**config.mk**
```make
export PLATFORM = sky130hd
export DESIGN_NAME = accel_sequencer
export DESIGN_NICKNAME = d
export VERILOG_FILES = /design/src/rtl/accel_pkg.sv /design/src/rtl/accel_tick.sv /design/src/rtl/accel_sequencer.sv
export SDC_FILE = /design/constraint.sdc
export NUM_CORES = 1
export LEC_CHECK = 0
export BUFFER_PORTS_ARGS = -buffer_cell sky130_fd_sc_hd__buf_2
export CAP_MARGIN = 20
export CORE_MARGIN = 2
export CORE_UTILIZATION = 44
export CTS_BUF_LIST = sky130_fd_sc_hd__clkbuf_4
export CTS_CLUSTER_DIAMETER = 30
export DETAILED_ROUTE_END_ITERATION = 7
export PLACE_DENSITY = 0.66
export REMOVE_ABC_BUFFERS = 1
export SLEW_MARGIN = 20
export SYNTH_ARGS = -nofsm -noshare
export SYNTH_HDL_FRONTEND = slang
export SYNTH_HIERARCHICAL = 1
export SYNTH_SLANG_ARGS = --single-unit
```
**constraint.sdc**
```tcl
create_clock -name clk_in -period 8 [get_ports clk_in]
set_input_delay 1.2 -clock clk_in [delete_from_list [all_inputs] [get_ports clk_in]]
set_output_delay 1.2 -clock clk_in [all_outputs]
set_load 0.01 [all_outputs]
```
**src/rtl/accel_pkg.sv**
```systemverilog
// Register map, SPI command constants and FSM encodings for the
// accelerometer poller.
package accel_pkg;

    localparam logic [7:0] REG_WHO_AM_I = 8'h0F;
    localparam logic [7:0] REG_CTRL1    = 8'h20;
    localparam logic [7:0] REG_CTRL4    = 8'h23;
    localparam logic [7:0] REG_OUT_X    = 8'h28;
    localparam logic [7:0] REG_OUT_Y    = 8'h2A;
    localparam logic [7:0] REG_OUT_Z    = 8'h2C;

    localparam logic [7:0] SPI_RD_BIT   = 8'h80;
    localparam logic [7:0] SPI_AI_BIT   = 8'h40;

    localparam logic [7:0] CTRL1_VAL    = 8'h57;
    localparam logic [7:0] CTRL4_VAL    = 8'h88;
    localparam logic [7:0] WHO_AM_I_VAL = 8'h33;

    localparam logic [5:0] SPI_NBITS_CFG = 6'd16;

    typedef enum logic [3:0] {
        INIT,
        WHOAMI,
        CFG1,
        CFG4,
        WAIT_TICK,
        RD_X,
        RD_Y,
        RD_Z,
        PUBLISH,
        ERROR
    } state_e;

    typedef enum logic [1:0] {
        ISSUE,
        WAIT_BUSY,
        WAIT_DONE
    } sub_e;

    // Command word placed on MOSI for each transaction state
    function automatic logic [31:0] cmd_word(input state_e s);
        logic [31:0] w;
        w = 32'h0;
        case (s)
            WHOAMI: w = {16'h0, REG_WHO_AM_I | SPI_RD_BIT, 8'h00};
            CFG1:   w = {16'h0, REG_CTRL1, CTRL1_VAL};
            CFG4:   w = {16'h0, REG_CTRL4, CTRL4_VAL};
            RD_X:   w = {8'h0, REG_OUT_X | SPI_RD_BIT | SPI_AI_BIT, 16'h0};
            RD_Y:   w = {8'h0, REG_OUT_Y | SPI_RD_BIT | SPI_AI_BIT, 16'h0};
            RD_Z:   w = {8'h0, REG_OUT_Z | SPI_RD_BIT | SPI_AI_BIT, 16'h0};
            default: w = 32'h0;
        endcase
        return w;
    endfunction

    // Low byte arrives first, so it sits in miso[15:8]
    function automatic logic [15:0] axis_word(input logic [15:0] w);
        return {w[7:0], w[15:8]};
    endfunction

endpackage

```
**src/rtl/accel_tick.sv**
```systemverilog
// Free-running poll divider: counts 0..POLL_DIV-1 and flags the wrap
// cycle with a one-cycle tick.
module accel_tick #(
    parameter logic [31:0] POLL_DIV = 32'd120000
) (
    input  logic clk_in,
    input  logic rst_in,
    output logic tick
);

    logic [31:0] cnt;

    assign tick = (cnt == POLL_DIV - 32'd1);

    always_ff @(posedge clk_in or posedge rst_in) begin
        if (rst_in) begin
            cnt <= 32'd0;
        end else if (tick) begin
            cnt <= 32'd0;
        end else begin
            cnt <= cnt + 32'd1;
        end
    end

endmodule

```
**src/rtl/accel_sequencer.sv**
```systemverilog
// SPI accelerometer poller: configures the part, then reads X/Y/Z per tick.
// Optional ACCEL_WHOAMI_CHECK_EN adds the WHO_AM_I identity check.
module accel_sequencer
    import accel_pkg::*;
#(
    parameter logic [31:0] POLL_DIV     = 32'd120000,
    parameter logic [5:0]  SPI_NBITS_RD = 6'd24
) (
    input  logic        clk_in,
    input  logic        rst_in,
    output logic        spi_request,
    input  logic        spi_ready,
    output logic [31:0] spi_mosi_data,
    input  logic [31:0] spi_miso_data,
    output logic [5:0]  spi_nbits,
    output logic [15:0] accel_x,
    output logic [15:0] accel_y,
    output logic [15:0] accel_z,
    output logic        sample_valid,
    output logic        overrun,
    output logic        id_err
);

`ifdef ACCEL_WHOAMI_CHECK_EN
    localparam state_e FIRST_ST = WHOAMI;
`else
    localparam state_e FIRST_ST = CFG1;
`endif

    state_e      state;
    state_e      done_st;
    sub_e        sub;
    logic        tick;
    logic        pending;
    logic        pend_clr;
    logic        halted;
    logic [15:0] ax_q;
    logic [15:0] ay_q;
    logic [15:0] az_q;
    logic        unused_miso;

    assign unused_miso = ^spi_miso_data[31:16];

    function automatic logic [5:0] nbits_of(input state_e s);
        logic [5:0] n;
        case (s)
            WHOAMI, CFG1, CFG4: n = SPI_NBITS_CFG;
            RD_X, RD_Y, RD_Z:   n = SPI_NBITS_RD;
            default:            n = 6'd0;
        endcase
        return n;
    endfunction

    accel_tick #(
        .POLL_DIV(POLL_DIV)
    ) u_tick (
        .clk_in(clk_in),
        .rst_in(rst_in),
        .tick  (tick)
    );

    assign pend_clr = (state == WAIT_TICK) && pending;

`ifdef ACCEL_WHOAMI_CHECK_EN
    assign halted = (state == ERROR);
`else
    assign halted = 1'b0;
    assign id_err = 1'b0;
`endif

    always_comb begin
        done_st = WAIT_TICK;
        case (state)
            WHOAMI:  done_st = CFG1;
            CFG1:    done_st = CFG4;
            RD_X:    done_st = RD_Y;
            RD_Y:    done_st = RD_Z;
            RD_Z:    done_st = PUBLISH;
            default: done_st = WAIT_TICK;
        endcase
    end

    always_ff @(posedge clk_in or posedge rst_in) begin
        if (rst_in) begin
            state         <= INIT;
            sub           <= ISSUE;
            pending       <= 1'b0;
            overrun       <= 1'b0;
            spi_request   <= 1'b0;
            spi_mosi_data <= 32'h0;
            spi_nbits     <= 6'd0;
            ax_q          <= 16'h0;
            ay_q          <= 16'h0;
            az_q          <= 16'h0;
            accel_x       <= 16'h0;
            accel_y       <= 16'h0;
            accel_z       <= 16'h0;
            sample_valid  <= 1'b0;
`ifdef ACCEL_WHOAMI_CHECK_EN
            id_err        <= 1'b0;
`endif
        end else begin
            spi_request  <= 1'b0;
            sample_valid <= 1'b0;

            // A tick racing the clear keeps the flag set without overrun
            if (!halted) begin
                if (tick) begin
                    if (pending && !pend_clr) begin
                        overrun <= 1'b1;
                    end
                    pending <= 1'b1;
                end else if (pend_clr) begin
                    pending <= 1'b0;
                end
            end

            case (state)
                INIT: begin
                    state         <= FIRST_ST;
                    sub           <= ISSUE;
                    spi_mosi_data <= cmd_word(FIRST_ST);
                    spi_nbits     <= nbits_of(FIRST_ST);
                end
                WAIT_TICK: begin
                    if (pending) begin
                        state         <= RD_X;
                        sub           <= ISSUE;
                        spi_mosi_data <= cmd_word(RD_X);
                        spi_nbits     <= nbits_of(RD_X);
                    end
                end
                PUBLISH: begin
                    accel_x      <= ax_q;
                    accel_y      <= ay_q;
                    accel_z      <= az_q;
                    sample_valid <= 1'b1;
                    state        <= WAIT_TICK;
                end
`ifdef ACCEL_WHOAMI_CHECK_EN
                ERROR: begin
                    state <= ERROR;
                end
`endif
                default: begin
                    case (sub)
                        ISSUE: begin
                            if (spi_ready) begin
                                spi_request <= 1'b1;
                                sub         <= WAIT_BUSY;
                            end
                        end
                        WAIT_BUSY: begin
                            if (!spi_ready) begin
                                sub <= WAIT_DONE;
                            end
                        end
                        default: begin
                            if (spi_ready) begin
                                case (state)
                                    RD_X: ax_q <= axis_word(spi_miso_data[15:0]);
                                    RD_Y: ay_q <= axis_word(spi_miso_data[15:0]);
                                    RD_Z: az_q <= axis_word(spi_miso_data[15:0]);
                                    default: ;
                                endcase
`ifdef ACCEL_WHOAMI_CHECK_EN
                                if (state == WHOAMI &&
                                    spi_miso_data[7:0] != WHO_AM_I_VAL) begin
                                    id_err <= 1'b1;
                                    state  <= ERROR;
                                end else begin
                                    state         <= done_st;
                                    sub           <= ISSUE;
                                    spi_mosi_data <= cmd_word(done_st);
                                    spi_nbits     <= nbits_of(done_st);
                                end
`else
                                state         <= done_st;
                                sub           <= ISSUE;
                                spi_mosi_data <= cmd_word(done_st);
                                spi_nbits     <= nbits_of(done_st);
`endif
                            end
                        end
                    endcase
                end
            endcase
        end
    end

endmodule
```
After elaboration in Yosys (flattened, before gate mapping)
Cells that the tools add are included.
{"block": "word_totals", "regBits": 176, "latch_bits": 0, "mem_bits_rw": 0, "mem_bits_ro": 0, "in_bits": 35, "out_inout_bits": 90, "wordCells": 87, "memories": 0}
{"block": "classes", "addsub": 1, "n_mul": 0, "div": 0, "magnitude_cmp": 0, "eq_ne": 20, "n_shift": 0, "muxes": 28, "n_bitwise": 3, "n_reduce_logical": 20}
{"op": "one-hot mux 24 bit (6 select lines)", "n": 1}
{"op": "two-way mux 32 bit", "n": 4}
{"op": "one-hot mux 32 bit (3 select lines)", "n": 1}
{"op": "adder 32 x 1 -> 32 bit (second input constant)", "n": 1}
{"op": "equality test 32 x 17 -> 1 bit (second input constant)", "n": 1}
{"op": "equality test 4 x 3 -> 1 bit (second input constant)", "n": 7}
{"op": "one-hot mux 4 bit (5 select lines)", "n": 1}
{"op": "two-way mux 6 bit", "n": 3}
{"op": "one-hot mux 6 bit (3 select lines)", "n": 1}
{"op": "AND reduction 4 bit", "n": 4}
{"op": "equality test 4 x 2 -> 1 bit (second input constant)", "n": 3}
{"op": "two-way mux 4 bit", "n": 3}
{"op": "one-hot mux 4 bit (3 select lines)", "n": 1}
{"op": "one-hot mux 5 bit (2 select lines)", "n": 1}
{"op": "OR reduction 3 bit", "n": 3}
{"op": "equality test 4 x 1 -> 1 bit (second input constant)", "n": 2}
{"op": "two-way mux 2 bit", "n": 4}
{"op": "!= test 4 x 3 -> 1 bit (second input constant)", "n": 2}
{"op": "nonzero test 4 bit", "n": 2}
{"op": "two-way mux 1 bit", "n": 6}
{"op": "one-hot mux 2 bit (3 select lines)", "n": 1}
{"op": "AND reduction 5 bit", "n": 1}
{"op": "equality test 4 bit (second input constant)", "n": 1}
{"op": "logical NOT 4 bit", "n": 1}
{"op": "14 further kinds", "n": 17}

Depth between registers and ports, before layout
Gate-level depths: netlist of run 1.
{"block": "logic_depth", "word_depth": 8, "mapped_depth": 6}

Cells and area by module
Netlist of run 1, hierarchy kept.
{"module": "accel_sequencer", "n_inst": 1, "cells_each": 319, "area_per_inst_um2": 4764.6, "seq_area_each_um2": 2902.8}
{"module": "accel_tick", "n_inst": 1, "cells_each": 156, "area_per_inst_um2": 1587.8, "seq_area_each_um2": 800.8}

Worst setup path before layout of run 1
Ideal clock, no wire load.
{"block": "synth_timing", "path_type": "input to register", "start": "in spi_ready", "end": "reg az_q[0]", "setup_ns": 0.125, "arrival_ns": 2.178, "path_slack_ns": 5.698, "stages": 4, "cell_sequence": "nand4b_4 nor3_4 buf_4 mux2_2"}
{"block": "synth_between", "elab_chain_cells": 1}
{"item": "start: declaration", "line_no": "accel_sequencer.sv:12", "source": "input logic spi_ready,"}
{"item": "AND reduction 4 bit (no line)"}
{"item": "end signal: assignment", "line_no": "accel_sequencer.sv:163", "source": "RD_Z: az_q <= axis_word(spi_miso_data[15:0]);"}
{"item": "end: declaration", "line_no": "accel_sequencer.sv:39", "source": "logic [15:0] az_q;"}
No other way between the ends.
A chain may end at the register's enable or synchronous reset.

==> impl_metrics.json, run 1 <==
{
  "portBuffers": 90,
  "synth-xor-area-share_pct": 3.31,
  "antenna_cells": 0,
  "routed_via_density": 5.16,
  "clkPwrFrac_pct": 35.0,
  "worst_hold_slack_ns": 0.493,
  "fmax_mhz": 429,
  "antenna_found_initial": 0,
  "start_util_pct": 45.4,
  "synth_seq_cells": 148,
  "path_cells": "buf_2",
  "dp_slack_ns": 5.06,
  "core_area_sq_um": 14000,
  "cap_violations": 0,
  "hold_violations": 0,
  "drt_iter0_markers": 109,
  "tns_ns": 0,
  "holdCritPathClass": "register to register",
  "synth_cells": 475,
  "cts-resized-gates": 0,
  "most-common-layout-cells": "dfrtp_1, mux2_2, buf_2, xnor2_1",
  "cts_setup_buffers": 0,
  "yosysSeqAreaShare_pct": 58.3,
  "crit_family": "flip-flops",
  "cp-start-kind": "register",
  "ys.flop_type": "dfrtp_1",
  "max_slew_margin_pct": 38.6,
  "synth-compound-area-share_pct": 4.25,
  "grt_pass1_vias": 3962,
  "worst-path-buf-inv": 1,
  "fp.dieH_microns": 124,
  "internal-power_w": 0.000907,
  "clock_path_buffers": 2,
  "drive_gt1_share_pct": 42.7,
  "syn_to_final_growth_pct": 11.2,
  "syn_area_sq_um": 6350,
  "grt_setup_unrepaired": "false",
  "cts_buffers": 17,
  "layout_commonest_cell": "dfrtp_1",
  "synth-adder-area-share_pct": 0.197,
  "htreeDepth": 4,
  "cp_data_arrival_time_ns": 1.13,
  "status": "finished, final reports clean",
  "vias": 3873,
  "clock_sinks": 148,
  "combPwrFrac_pct": 2.4,
  "io_pins": 125,
  "clk_pin_slew_worst_paths_ns": 0.12,
  "path_max_fanout": 6,
  "hpwl_microns": 7940,
  "post-route-period-util_pct": 29.1,
  "dieArea_sq_um": 15400,
  "slowest_stage": "dfrtp_1",
  "maxSlewViolCount": 0,
  "final_nets": 595,
  "synthDistinctLibCells": 56,
  "syn_avg_cell_area_sq_um": 13.4,
  "crit_type": "register to output pin",
  "p_seq_share_pct": 62.6,
  "core.rowCount": 43,
  "cpPeakStageDelay_ns": 0.43,
  "end_kind": "output pin",
  "overflow": 0,
  "cts_tree": "built",
  "wl_per_cell_microns": 15.6,
  "drtPass1Iterations": 4,
  "worst_slew_pin_slew_ns": 0.919,
  "power.leakage_nw": 3.65,
  "switching_share_pct": 24.1,
  "setup_viol": 0,
  "clock_skew_ns": 0.0105,
  "die_x_microns": 124,
  "synth_top_family_by_area": "multiplexers",
  "max-vdd-ir-drop_mv": 0.133,
  "postCtsHoldBufs": 0,
  "critPathRequiredTime_ns": 6.80,
  "final_core_util_pct": 50.5,
  "wirelength_microns": 11800,
  "routabilityCongestion": 0.774,
  "setup_ws_ns": 5.67,
  "synthArstFlopShare_pct": 100,
  "post_synth_mux_area_share_pct": 17.9,
  "grt_max_degree": 64,
  "grt_use_total_pct": 17.0,
  "powerDensity_nw_per_um2": 169,
  "ys.warnings.count": 6,
  "drc": 0,
  "postRouteAntennaNets": 0,
  "post-route-min-period_ns": 2.33,
  "cts-root-buf": "clkbuf_4",
  "grt_pass1_wl_microns": 19900,
  "synth-edff-count": 0,
  "fillCellCount": 1260,
  "synth-simple-area-share_pct": 10.5,
  "worstSkewPairLatency_ns": 0.55,
  "p_switching_w": 0.000288
}
==> through the flow <==
stage                     total power (W)  std cells  area [sq um]
after floorplan                  0.000779        446          6100
after global placement           0.000791        719          6800
after detailed placement         0.000792        720          6820
after CTS                         0.00121        751          7060
after global routing              0.00125        751          7060
final                             0.00119        751          7060
==> final cells by class <==
class                           count  area, sq um  area share [%]
Tap cell                          180          225            3.19
Clock buffer                       18          135            1.91
Inverter                            8         32.5           0.461
Multi-Input combinational cell    290         2370            33.5
Sequential cell                   148         3700            52.4
Clock inverter                     13          110            1.56
Timing Repair Buffer               94          488            6.91
==> path summary, 6_finish.rpt <==
kind	startpoint	to	slack, ns	cells past startpoint
worst max register to register	state[1]	accel_z[12]	5.80	4
worst min register to register	overrun	overrun	0.49	1
worst min-delay path	overrun	overrun	0.49	1
min in group asynchronous	rst_in	sample_valid	0.74	2
max in group asynchronous	rst_in	accel_y[13]	6.00	3
worst max-delay path	spi_mosi_data[6]	spi_mosi_data[4]	5.67	1
==> metal layers <==
metal	GRT usage (%)	vias to the layer above	part of all wire, %
met5	0	-	0
met4	5.97	0	1.5
met3	7.19	15	6.8
met2	26.3	94	48
met1	21.6	1949	44
li1	-	1815	-
==> power groups by stage <==
stage,clock [W],sequential [W],combinational [W]
floorplan,0,0.000762,0.0000166
global placement,0,0.000762,0.0000286
detailed placement,0,0.000762,0.0000295
CTS,0.000433,0.000748,0.0000295
global route,0.000467,0.000748,0.0000336
finish,0.000419,0.000748,0.0000284
==> synth_stat cells (all sizes together), types with 4 or more instances <==
| library cell | instances | share of area [%] |
|---|---|---|
| nor2 | 16 | 1.1 |
| dfrtp | 148 | 58 |
| xor2 | 4 | 0.55 |
| mux2 | 101 | 18 |
| a21oi | 7 | 0.61 |
| nor3 | 10 | 1.2 |
| nand4 | 14 | 1.5 |
| nand2 | 13 | 0.77 |
| nand2b | 4 | 0.39 |
| buf | 45 | 5.0 |
| and4 | 4 | 0.57 |
| and3 | 6 | 0.59 |
| a21o | 7 | 0.83 |
| xnor2 | 20 | 2.8 |
| nor4 | 4 | 0.39 |
| inv | 8 | 0.47 |
| nand3 | 16 | 1.3 |
| o21ai | 9 | 0.71 |
==> cell families (layout without fill, tap and decap cells) <==
family          Yosys count  after routing
other cells               1             18
xor+xnor                 24             24
mux                     101            101
buf+inv                  54            133
simple gates            107            107
compound gates           39             39
fa+ha+maj                 1              1
flops                   148            148
==> registers in the layout, indices dropped and copies added, names as in the netlist <==
name	flops
ay_q	16
accel_x	16
spi_mosi_data	8
state	4
sample_valid	1
az_q	16
sub	2
overrun	1
u_tick/cnt	32
pending	1
spi_request	1
accel_y	16
ax_q	16
spi_nbits	2
accel_z	16
No activity file was read; power rests on OpenSTA's default activity.
==> inputs of run 2 (changes only) <==
- PLACE_DENSITY: 0.66 -> 0.69
- clock period: 8 -> 1.9 ns (I/O delays scaled with it)
==> impl_metrics.json, run 2 (synthesis results as in run 1) <==
{
  "grt_use_total_pct": 17.7,
  "grt_pass1_wl_microns": 20700,
  "combPwrFrac_pct": 2.9,
  "powerDensity_nw_per_um2": 713,
  "grt_max_degree": 47,
  "seqCellArea_sq_um": 3700,
  "clock_sinks": 148,
  "status": "finished, final reports clean",
  "fmax_mhz": 553,
  "io_pins": 125,
  "end_kind": "register",
  "cp_data_arrival_time_ns": 2.24,
  "antenna_cells": 0,
  "fin_area_sq_um": 7510,
  "regMostFlops": "u_tick/cnt",
  "switching_share_pct": 22.1,
  "path_max_fanout": 22,
  "core_area_sq_um": 14000,
  "final_core_util_pct": 53.7,
  "post-route-period-util_pct": 95.2,
  "cap_violations": 0,
  "layout_commonest_cell": "dfrtp_1",
  "vias": 4049,
  "internal-power_w": 0.00418,
  "worstSkewPairLatency_ns": 0.55,
  "maxSlewViolCount": 0,
  "antenna_found_initial": 0,
  "multi_input_area_sq_um": 2370,
  "grt_pass1_vias": 4208,
  "final_nets": 633,
  "p_seq_share_pct": 58.8,
  "drt_iter0_markers": 117,
  "cts_tree": "built",
  "cts_buffers": 17,
  "clock_skew_ns": 0.0130,
  "holdCritPathClass": "input port to async pin",
  "max-vdd-ir-drop_mv": 0.494,
  "post-route-min-period_ns": 1.81,
  "setup_viol": 0,
  "critPathRequiredTime_ns": 2.33,
  "most-common-layout-cells": "dfrtp_1, mux2_2, buf_2, clkbuf_4, xnor2_1",
  "cts-root-buf": "clkbuf_4",
  "drc": 0,
  "clkPwrFrac_pct": 38.3,
  "overflow": 0,
  "tns_ns": 0,
  "clock_path_buffers": 2,
  "die_x_microns": 124,
  "postRouteAntennaNets": 0,
  "worst_slew_pin_slew_ns": 0.516,
  "cp-start-kind": "register",
  "wirelength_microns": 12200,
  "power.leakage_nw": 3.88,
  "dieArea_sq_um": 15400,
  "grt_setup_unrepaired": "false",
  "start_util_pct": 45.4,
  "fp.dieH_microns": 124,
  "max_slew_margin_pct": 65.6,
  "crit_type": "register to register",
  "wl_per_cell_microns": 15.4,
  "fillCellCount": 1202,
  "largest_reg_flops": 32,
  "syn_to_final_growth_pct": 18.2,
  "drive_gt1_share_pct": 43.1,
  "hpwl_microns": 8520,
  "portBuffers": 90,
  "routed_via_density": 5.13,
  "htreeDepth": 4,
  "placedInstanceArea_sq_um": 7030,
  "core.rowCount": 43,
  "top_layer": "met4",
  "p_switching_w": 0.00118,
  "dr_wl_met2_microns": 6000,
  "hold_violations": 0,
  "clk_pin_slew_worst_paths_ns": 0.11,
  "drtPass1Iterations": 4,
  "m1WireLength_microns": 5300,
  "worst_hold_slack_ns": 0.326,
  "route.met3.wl_microns": 697,
  "routabilityCongestion": 0.871
}
## run 2: cell types whose count changed in the layout (fill, tap and decap cells not counted), moves of 2 or more
cell           previous run  this run
clkinv_1                  1         3
bufinv_16                 1         3
clkinvlp_4                4         1
dlygate4sd3_1             0        18
buf_4                     3        18
buf_12                    0         6
clkinv_2                  4         1
clkbuf_4                 18        22
## run 2: critical path, stage by stage (launching register included)
cell     delay, ns
dfrtp_1       0.48
or2_2         0.38
nor2_4        0.26
buf_12        0.21
mux2_2        0.35
## run 2: worst paths after layout
check,startpoint,to,slack (ns),depth (start not counted)
setup reg to reg,state[1],accel_x[5],0.09,4
hold reg to reg,u_tick/cnt[31],u_tick/cnt[31],0.49,1
min in group clk_in,u_tick/cnt[31],u_tick/cnt[31],0.49,1
hold / removal,rst_in,az_q[15],0.33,3
max in group asynchronous,rst_in,accel_x[14],0.92,4
setup / recovery,state[1],accel_x[5],0.09,4
## run 2: layer usage
metal / vias to the layer above / track usage [%]
li1: 1889 / -
met1: 2062 / 21.9
met2: 84 / 28.8
met3: 14 / 6.36
met4: 0 / 6.11
met5: - / 0
## run 2: area by class of cell
cell class              count  share of cell area (%)
clock buffers              22                    2.20
clock inverters            10                    1.75
inverters                   8                   0.433
multi-input cells         290                    31.5
flip-flops and latches    148                    49.3
well taps                 180                    3.00
repair buffers            132                    11.8
## run 2: timing repair
action,CTS,global route
buffers inserted,0,0
resized for setup,0,0
hold buffers,18,0
endpoints found under the hold margin,114,0
## run 2: metrics by stage
stage / std cells / power (W) / worst slack, ns
6_report: 790 / 0.00536 / 0.0910
5_1_grt: 790 / 0.00559 / 0.0176
4_1_cts: 790 / 0.00543 / 0.0735
2_1_floorplan: 446 / 0.00328 / -1.46
3_5_place_dp: 740 / 0.00334 / 0.103
3_3_place_gp: 740 / 0.00334 / 0.125
## run 2: power by group through the flow
stage	registers, W	clock network, W	logic, W
final	0.00315	0.00205	0.000155
after global routing	0.00315	0.00226	0.000180
after CTS	0.00315	0.00213	0.000160
after detailed placement	0.00321	0	0.000131
after global placement	0.00321	0	0.000126
after floorplan	0.00321	0	0.0000699
==> inputs of run 3 (changes only) <==
- CORE_ASPECT_RATIO: unset -> 0.5
- CORE_MARGIN: 2 -> unset
==> impl_metrics.json, run 3 (synthesis results as in run 1) <==
{
  "layout_commonest_cell": "dfrtp_1",
  "cts_tree": "built",
  "post-route-min-period_ns": 1.78,
  "crit_type": "register to register",
  "largest_reg_flops": 32,
  "fmax_mhz": 563,
  "cts_setup_buffers": 0,
  "core_area_sq_um": 13800,
  "critPathRequiredTime_ns": 2.33,
  "final_nets": 629,
  "most-common-layout-cells": "dfrtp_1, mux2_2, buf_2, xnor2_1, clkbuf_4",
  "grt_max_degree": 45,
  "drive_gt1_share_pct": 43.1,
  "cp-start-kind": "register",
  "end_kind": "register",
  "total_power_w": 0.00526,
  "wl_per_cell_microns": 14.8,
  "post-route-period-util_pct": 93.6,
  "clock_skew_ns": 0.0240,
  "fp.dieH_microns": 87.0,
  "core.rowCount": 30,
  "power.leakage_nw": 3.84,
  "grt_pass1_vias": 3947,
  "clk_pin_slew_worst_paths_ns": 0.13,
  "grt_use_total_pct": 17.2,
  "postRouteAntennaNets": 0,
  "maxSlewViolCount": 0,
  "routed_via_density": 5.01,
  "placedInstanceArea_sq_um": 7020,
  "cts-resized-gates": 0,
  "cts-root-buf": "clkbuf_4",
  "regMostFlops": "u_tick/cnt",
  "dp_slack_ns": 0.115,
  "overflow": 0,
  "vias": 3999,
  "drc": 0,
  "max-vdd-ir-drop_mv": 0.357,
  "max_slew_margin_pct": 66.2,
  "cp_data_arrival_time_ns": 2.21,
  "grt_setup_unrepaired": "false",
  "cts_buffers": 17,
  "cap_violations": 0,
  "setup_ws_ns": 0.122,
  "grt_pass1_wl_microns": 19600,
  "hpwl_microns": 7950,
  "hold_violations": 0,
  "path_max_fanout": 28,
  "antenna_found_initial": 1,
  "io_pins": 125,
  "htreeDepth": 4,
  "clock_path_buffers": 2,
  "worstSkewPairLatency_ns": 0.53,
  "setup_viol": 0,
  "start_util_pct": 46.0,
  "portBuffers": 90,
  "wirelength_microns": 11800,
  "fin_area_sq_um": 7480,
  "fillCellCount": 1208,
  "die_x_microns": 172,
  "worst_slew_pin_slew_ns": 0.504,
  "drt_iter0_markers": 194,
  "dieArea_sq_um": 15000,
  "clock_sinks": 148,
  "drtPass1Iterations": 5,
  "routabilityCongestion": 0.843,
  "syn_to_final_growth_pct": 17.7,
  "powerDensity_nw_per_um2": 704,
  "status": "finished, final reports clean",
  "holdCritPathClass": "input port to async pin"
}
[run 3: worst max-delay path: stages (launching register included)]
cell     delay, ns
dfrtp_1       0.50
or2_2         0.41
nor2_4        0.19
buf_12        0.22
mux2_2        0.35
[run 3: layer usage]
layer / part of all wire (%) / track usage, % / up-vias / wire length (microns)
met5: 0 / 0 / - / 0
met1: 46 / 22.3 / 2012 / 5430
met4: 1.2 / 7.08 / 0 / 136
li1: - / - / 1885 / -
met2: 50 / 28.4 / 86 / 5860
met3: 3.3 / 3.86 / 16 / 390
[run 3: repair_timing]
item / CTS / global route
hold buffers: 18 / 0
endpoints found under the hold margin: 111 / 0
endpoints found under the setup margin: 0 / 0
[run 3: worst paths after layout]
path	from	endpoint	slack (ns)	cells after the start
setup reg to reg	state[0]	accel_y[13]	0.12	4
hold / removal	rst_in	spi_mosi_data[9]	0.32	3
max in group asynchronous	rst_in	ax_q[2]	1.00	4
setup / recovery	state[0]	accel_y[13]	0.12	4
hold reg to reg	overrun	overrun	0.48	1
min in group clk_in	overrun	overrun	0.48	1
[run 3: report_power, final]
part / internal [W] / switching [W]
sequential: 0.00315 / 0
combinational: 0.0000515 / 0.000104
clock: 0.000804 / 0.00115
[run 3: cell type report]
type | instances | area, sq um | share of cell area, %
Sequential cell | 148 | 3700 | 49.5
Multi-Input combinational cell | 290 | 2370 | 31.7
Timing Repair Buffer | 128 | 856 | 11.4
Tap cell | 192 | 240 | 3.21
Clock buffer | 19 | 143 | 1.91
Clock inverter | 12 | 131 | 1.76
Inverter | 8 | 32.5 | 0.435
Antenna cell | 1 | 2.50 | 0.0335
[run 3: per-stage QoR]
stage,utilization (%),instances,hold slack [ns],TNS [ns]
6_report,54.1,798,0.316,0
4_1_cts,54.1,797,0.301,0
2_1_floorplan,-,446,0.393,-207.14
3_3_place_gp,50.8,748,0.360,0
3_5_place_dp,50.8,748,0.360,0
5_1_grt,54.1,798,0.349,0
